## src/rtl/decryption_scheduler.sv

```systemverilog
// rtl/decryption_scheduler.sv - routes ciphertext messages to one of three decryption engines and collects plaintext
module decryption_scheduler #(
    parameter int                 D_WIDTH                = 8,
    parameter logic [D_WIDTH-1:0] START_DECRYPTION_TOKEN = D_WIDTH'('hFA),
    parameter int                 TIMEOUT_CYCLES         = 16
) (
    input  logic                   clk,
    input  logic                   rst_n,
    input  logic [D_WIDTH-1:0]     data_i,
    input  logic                   valid_i,
    input  logic [1:0]             select_i,
    output logic [D_WIDTH-1:0]     eng_data_o,
    output logic [2:0]             eng_valid_o,
    input  logic [2:0]             eng_busy_i,
    input  logic [3*D_WIDTH-1:0]   eng_data_i,
    input  logic [2:0]             eng_valid_i,
    output logic [D_WIDTH-1:0]     data_o,
    output logic                   valid_o,
    output logic                   busy_o,
    output logic                   msg_done_o,
    output logic [7:0]             out_count_o,
    output logic                   error_o,
    output logic                   overflow_o
);
    localparam int CNT_W = $clog2(TIMEOUT_CYCLES + 1);

    typedef enum logic [2:0] {IDLE, FORWARD, DISCARD, WAIT_BUSY, DRAIN} state_t;

    state_t               state_q, state_d;
    logic [1:0]           sel_q, sel_d;
    logic [CNT_W-1:0]     cnt_q, cnt_d;
    logic [D_WIDTH-1:0]   eng_data_q, data_q;
    logic [2:0]           eng_valid_q;
    logic                 valid_q, err_q, err_d, ovf_q, done;
    logic [7:0]           out_cnt_q;
    logic                 fwd, is_tok, capture;
    logic [1:0]           fwd_sel;
    logic                 sel_busy, sel_valid;
    logic [D_WIDTH-1:0]   sel_data;

    // Only the latched engine is observed; sel_q==3 never reaches WAIT_BUSY/DRAIN.
    always_comb begin
        sel_busy  = 1'b0;
        sel_valid = 1'b0;
        sel_data  = '0;
        case (sel_q)
            2'd0: begin sel_busy = eng_busy_i[0]; sel_valid = eng_valid_i[0]; sel_data = eng_data_i[0*D_WIDTH +: D_WIDTH]; end
            2'd1: begin sel_busy = eng_busy_i[1]; sel_valid = eng_valid_i[1]; sel_data = eng_data_i[1*D_WIDTH +: D_WIDTH]; end
            2'd2: begin sel_busy = eng_busy_i[2]; sel_valid = eng_valid_i[2]; sel_data = eng_data_i[2*D_WIDTH +: D_WIDTH]; end
            default: ;
        endcase
    end

    assign is_tok  = (data_i == START_DECRYPTION_TOKEN);
    assign capture = (state_q == WAIT_BUSY) || (state_q == DRAIN);
    assign fwd_sel = (state_q == IDLE) ? select_i : sel_q;

    always_comb begin
        state_d = state_q;
        sel_d   = sel_q;
        cnt_d   = cnt_q;
        fwd     = 1'b0;
        err_d   = 1'b0;
        done    = 1'b0;
        case (state_q)
            IDLE: if (valid_i) begin
                if (select_i != 2'd3) begin
                    sel_d   = select_i;
                    fwd     = 1'b1;
                    state_d = is_tok ? WAIT_BUSY : FORWARD;
                end else if (is_tok) begin
                    err_d = 1'b1;
                end else begin
                    state_d = DISCARD;
                end
            end
            FORWARD: if (valid_i) begin
                fwd = 1'b1;
                if (is_tok) state_d = WAIT_BUSY;
            end
            DISCARD: if (valid_i && is_tok) begin
                err_d   = 1'b1;
                state_d = IDLE;
            end
            WAIT_BUSY: begin
                cnt_d = cnt_q + 1'b1;
                if (sel_busy) begin
                    state_d = DRAIN;
                end else if (cnt_q == CNT_W'(TIMEOUT_CYCLES - 1)) begin
                    err_d   = 1'b1;
                    state_d = IDLE;
                end
            end
            DRAIN: if (!sel_busy) begin
                done    = 1'b1;
                state_d = IDLE;
            end
            default: state_d = IDLE;
        endcase
        if (state_d == WAIT_BUSY && state_q != WAIT_BUSY) cnt_d = '0;
    end

    always_ff @(posedge clk) begin
        if (!rst_n) begin
            state_q     <= IDLE;
            sel_q       <= 2'd0;
            cnt_q       <= '0;
            eng_data_q  <= '0;
            eng_valid_q <= 3'b000;
            data_q      <= '0;
            valid_q     <= 1'b0;
            err_q       <= 1'b0;
            ovf_q       <= 1'b0;
            out_cnt_q   <= 8'd0;
        end else begin
            state_q     <= state_d;
            sel_q       <= sel_d;
            cnt_q       <= cnt_d;
            err_q       <= err_d;
            eng_valid_q <= fwd ? (3'b001 << fwd_sel) : 3'b000;
            if (fwd) eng_data_q <= data_i;
            valid_q     <= capture && sel_valid;
            if (capture) data_q <= sel_data;
            if (capture && valid_i) ovf_q <= 1'b1;
            // The count restarts when a message is handed off and saturates rather than wraps.
            if (state_d == WAIT_BUSY && state_q != WAIT_BUSY) begin
                out_cnt_q <= 8'd0;
            end else if (capture && sel_valid && out_cnt_q != 8'd255) begin
                out_cnt_q <= out_cnt_q + 8'd1;
            end
        end
    end

    assign eng_data_o  = eng_data_q;
    assign eng_valid_o = eng_valid_q;
    assign data_o      = data_q;
    assign valid_o     = valid_q;
    assign busy_o      = capture;
    assign msg_done_o  = done;
    assign out_count_o = out_cnt_q;
    assign error_o     = err_q;
    assign overflow_o  = ovf_q;
endmodule
```

## config.mk

```make
export PLATFORM = sky130hd
export DESIGN_NAME = decryption_scheduler
export DESIGN_NICKNAME = d
export VERILOG_FILES = /design/src/rtl/decryption_scheduler.sv
export SDC_FILE = /design/constraint.sdc
export NUM_CORES = 1
export LEC_CHECK = 0
export CORE_MARGIN = 3
export CORE_UTILIZATION = 47
export DETAILED_ROUTE_END_ITERATION = 16
export GPL_TIMING_DRIVEN = 0
export PLACE_DENSITY = 0.85
export SLEW_MARGIN = 10
export SYNTH_ARGS = -nofsm -noshare
export SYNTH_HDL_FRONTEND = slang
export SYNTH_SLANG_ARGS = --single-unit
```

## constraint.sdc

```tcl
create_clock -name clk -period 5.5 [get_ports clk]
set_input_delay 1.1 -clock clk [delete_from_list [all_inputs] [get_ports clk]]
set_output_delay 1.1 -clock clk [all_outputs]
set_load 0.01 [all_outputs]
```

Word-level counts from Yosys, hierarchy flattened
Index checks and enable logic that the tools add are counted.
{"block": "totals", "ff_bits": 40, "inputBits": 43}
{"block": "classes", "n_addsub": 2, "eq_ne": 12, "shifts": 1, "n_mux": 28, "n_bitwise": 1, "reduce_logical": 11}
{"cell": "$mux W3", "n": 9}
{"cell": "$pmux W8 S3", "n": 1}
{"cell": "$pmux W3 S5", "n": 1}
{"cell": "$mux W1", "n": 11}
{"cell": "$eq A3 B2 Y1 const B", "n": 3}
{"cell": "$pmux W1 S3", "n": 3}
{"cell": "$add A8 B1 Y8 const B", "n": 1}
{"cell": "$eq A8 B8 Y1 const B", "n": 1}
{"cell": "$ne A8 B8 Y1 const B", "n": 1}
{"cell": "$add A5 B1 Y5 const B", "n": 1}
{"cell": "$eq A5 B4 Y1 const B", "n": 1}
{"cell": "$logic_and A1 B1 Y1", "n": 5}
{"cell": "$mux W2", "n": 2}
{"cell": "$eq A3 B1 Y1 const B", "n": 1}
{"cell": "$eq A3 B3 Y1 const B", "n": 1}
{"cell": "$logic_not A3 Y1", "n": 1}
{"cell": "$ne A3 B2 Y1 const B", "n": 1}
{"cell": "$reduce_and A3 Y1", "n": 1}
{"cell": "$shl A1 B2 Y3 const A", "n": 1}
{"cell": "$eq A2 B1 Y1 const B", "n": 1}
{"cell": "$eq A2 B2 Y1 const B", "n": 1}
{"cell": "$logic_not A2 Y1", "n": 1}
{"cell": "$ne A2 B2 Y1 const B", "n": 1}
{"cell": "$pmux W1 S2", "n": 1}
{"cell": "4 further kinds", "n": 4}

Logic depth before layout (Yosys ltp)
{"block": "logic_depth", "ltp_word": 8, "depth_mapped": 7}

Worst setup path after synthesis
No wires, ideal clock.
{"block": "synth_timing", "path_type": "input-to-output", "start": "input port eng_busy_i[1]", "end": "output port msg_done_o", "arrival_time_ps": 1597, "required_ps": 4400, "path_slack_ps": 2803, "cell_stages": 4, "path_cell_list": "mux2i_1 nor2_1 a21o_1 nor2_1"}
{"block": "synth_between", "elab_chain_len": 3}
{"item": "start, declared", "line": "14", "source": "input logic [2:0] eng_busy_i,"}
{"item": "$pmux W1 S3", "line": "46", "source": "case (sel_q)"}
{"item": "$mux W1", "line": "94", "source": "DRAIN: if (!sel_busy) begin"}
{"item": "$mux W1", "line": "65", "source": "case (state_q)"}
{"item": "end, declared", "line": "20", "source": "output logic msg_done_o,"}
No other way between the ends.

Worst setup path after layout
Ends and elaborated chain as after synthesis.

==> out/metrics.yaml <==
status:
  outcome: "finished, final reports clean"
timing:
  tightest_slew_ns: 0.497
  final_max_slew_viol_count: 0
  fin_tns_setup_ns: 0
  fmax_mhz: 271
  setup_viol: 0
  min_period_over_period_pct: 67.1
  rsz0062_at_grt: "false"
  period_minus_slack_ns: 3.69
  fin_ws_ns: 1.81
  hold_violations: 0
  fin_skew_ns: 0.00538
  max-slew-margin-rel_pct: 66.9
  hold_slack_ns: 0.476
critical_path:
  worst_ep_arrival_time_ns: 2.59
  worstPathRequired_ns: 4.40
  crit_fanout: 3
  crit_buf_inv: 2
  r2r-start: "cnt_q[0]"
  cp.depth: 6
  crit_type: "primary input to output port"
  cp_top_family: "buffers and inverters"
  r2r_slack_ns: 3.58
  start_kind: "primary input"
  max_stage_delay_ns: 0.55
  crit_chain: "clkdlybuf4s50_1 -> mux2i_1 -> nor2_1 -> a21o_1 -> nor2_1 -> clkdlybuf4s50_1"
  r2r_end: "cnt_q[1]"
  reg2reg_depth: 7
  end_kind: "output port"
  critPathSlowestCell: "clkdlybuf4s50_1"
clocking:
  clock_latency_ns: 0.30
  htree_levels: 2
  clockBufferDepth: 2
  cts_root_buf: "clkbuf_8"
  cts_resized: 0
  cts_sinks: 40
  hold_buffers: 0
  cts_tree: "done"
  clkTransAtPathRegs_ns: 0.07
  postCtsSetupBuffers: 0
  cts_buffers: 5
layout:
  nFillCells: 300
  layout_common_cells: "clkdlybuf4s50_1 (74), nor2_1 (40), dfxtp_1 (40)"
  final_common_cell: "clkdlybuf4s50_1"
  area_growth_pct: 45.6
  antennaDiodeCount: 0
  fin_nets: 345
  instances_no_fill: 348
  layout-drive-gt1-share_pct: 7.00
  stdcell_area_um2: 2850
placement:
  place_inst: 340
  hpwl_mm: 3.75
  gp_congestion: 0.796
  place_worst_setup_slack_ns: 1.80
  port_buffers: 74
  placed_cell_area_um2: 2760
job:
  drv_cap: 0
drt:
  avgViaCountPerCell: 5.47
  ant_nets: 0
  vias: 1904
  wl_per_cell_um: 14.3
  drt_wl_total_mm: 4.98
  drt_iter0_markers: 114
  drc: 0
  firstDrtPassIters: 4
die:
  initial_core_util_pct: 51.1
  floorplan.die_area_um2: 4970
  num_rows: 22
  die_h_um: 70.5
  fp.coreArea_um2: 3830
  die_x_um: 70.5
  ios: 75
worst_hold_path:
  worstHoldStart: "overflow_o"
  hp-class: "flip-flop to flip-flop"
  worstHoldEndpoint: "overflow_o"
  hold_depth: 2
synthesis:
  synth-seq-cells: 40
  yosys.area.top_type_share_pct: 41.0
  avgSynthCellArea_um2: 8.97
  syn_area_um2: 1950
  synth_edf_count: 0
  yosys_warnings: 0
  synth_area_leaders: "dfxtp_1 (41%), mux2i_1 (12%), nor2_1 (7.7%)"
  yosysTopAreaCell: "dfxtp_1"
  syn_nets: 264
  ys_seq_area_share_pct: 41.0
  ys.flop_type: "dfxtp_1"
  async_flop_share_pct: 0
  synth_cells: 218
  synthDistinctLibCells: 44
grt:
  grt_pass1_vias: 1871
  track_usage_pct: 20.7
  gr-total-overflow: 0
  grt_pass1_wl_mm: 8.24
  grt_max_degree: 12
  antenna_found_initial: 0
power:
  powerDensity_nw_per_um2: 221
  leakage_nw: 1.06
  vdd_drop_max_mv: 0.133
cells by family (layout without fill, tap and decap cells):
group,Yosys count,in the layout,share of synthesized area (%)
adder cells (fa/ha/maj),3,3,1.92
buffers and inverters,15,97,3.65
flip-flops,40,40,41.0
AND/OR/NAND/NOR,92,92,23.5
XOR/XNOR,7,7,3.14
multiplexers,25,25,13.1
AO/OA/AOI/OAI,36,36,13.8
synth_stat cells (all sizes together) (2+ instances only):
cell type   n
nand3       4
nor3       15
a2111oi     2
xor2        4
nand2       9
mux2i      24
dfxtp      40
a21oi      12
and3        4
inv         3
nand4       6
buf         7
nor4        3
nor2b       2
xnor2       3
a211oi     10
clkbuf      4
ha          3
a31oi       3
nor2       41
o2bb2ai     2
worst reg2reg max path, stage by stage, from the launching register on:
cell and delay, ns:
dfxtp_1 0.34, ha_1 0.21, and3_1 0.19, ha_1 0.20, a2111o_1 0.37, a31oi_4 0.24, buf_6 0.17, nor3_1 0.06
how the worst max path moves through the flow:
stage / start / endpoint
floorplan: eng_busy_i[1] / msg_done_o
global placement: eng_busy_i[1] / msg_done_o
detailed placement: eng_busy_i[1] / msg_done_o
CTS: eng_busy_i[1] / msg_done_o
global route: eng_busy_i[0] / msg_done_o
finish: eng_busy_i[1] / msg_done_o
metrics by stage:
stage	utilization, %	total power, W
after floorplan	-	0.000374
after global placement	72.0	0.000432
after detailed placement	72.0	0.000435
after CTS	74.4	0.000636
after global routing	74.4	0.000661
final	74.4	0.000630
registers in the layout (all words and copies together), names as in the netlist:
signal / count
eng_valid_o: 3
error_o: 1
eng_data_o: 8
data_o: 8
state_q: 3
out_count_o: 8
overflow_o: 1
valid_o: 1
sel_q: 2
cnt_q: 5
layer usage:
layer | vias to the layer above | wire (um) | GRT usage (%)
li1 | 951 | - | -
met1 | 872 | 2140 | 23.9
met2 | 70 | 2330 | 34.6
met3 | 11 | 408 | 7.77
met4 | 0 | 98 | 7.45
met5 | - | 0 | 0
cell type report:
type | instances | area, um2 | share of cell area, %
inverters | 4 | 15.0 | 0.528
repair buffers | 74 | 741 | 26.0
clock buffers | 8 | 90.1 | 3.17
well taps | 48 | 60.1 | 2.11
multi-input cells | 163 | 1080 | 38.0
flip-flops and latches | 40 | 801 | 28.1
plain buffers | 11 | 56.3 | 1.98
power breakdown:
part | internal (W) | switching, W | total, W
logic | 0.0000667 | 0.0000545 | 0.000121
clock network | 0.000102 | 0.000100 | 0.000202
registers | 0.000300 | 0.00000703 | 0.000307
total | 0.000469 | 0.000162 | 0.000630
(Power assumes the default switching activity.)
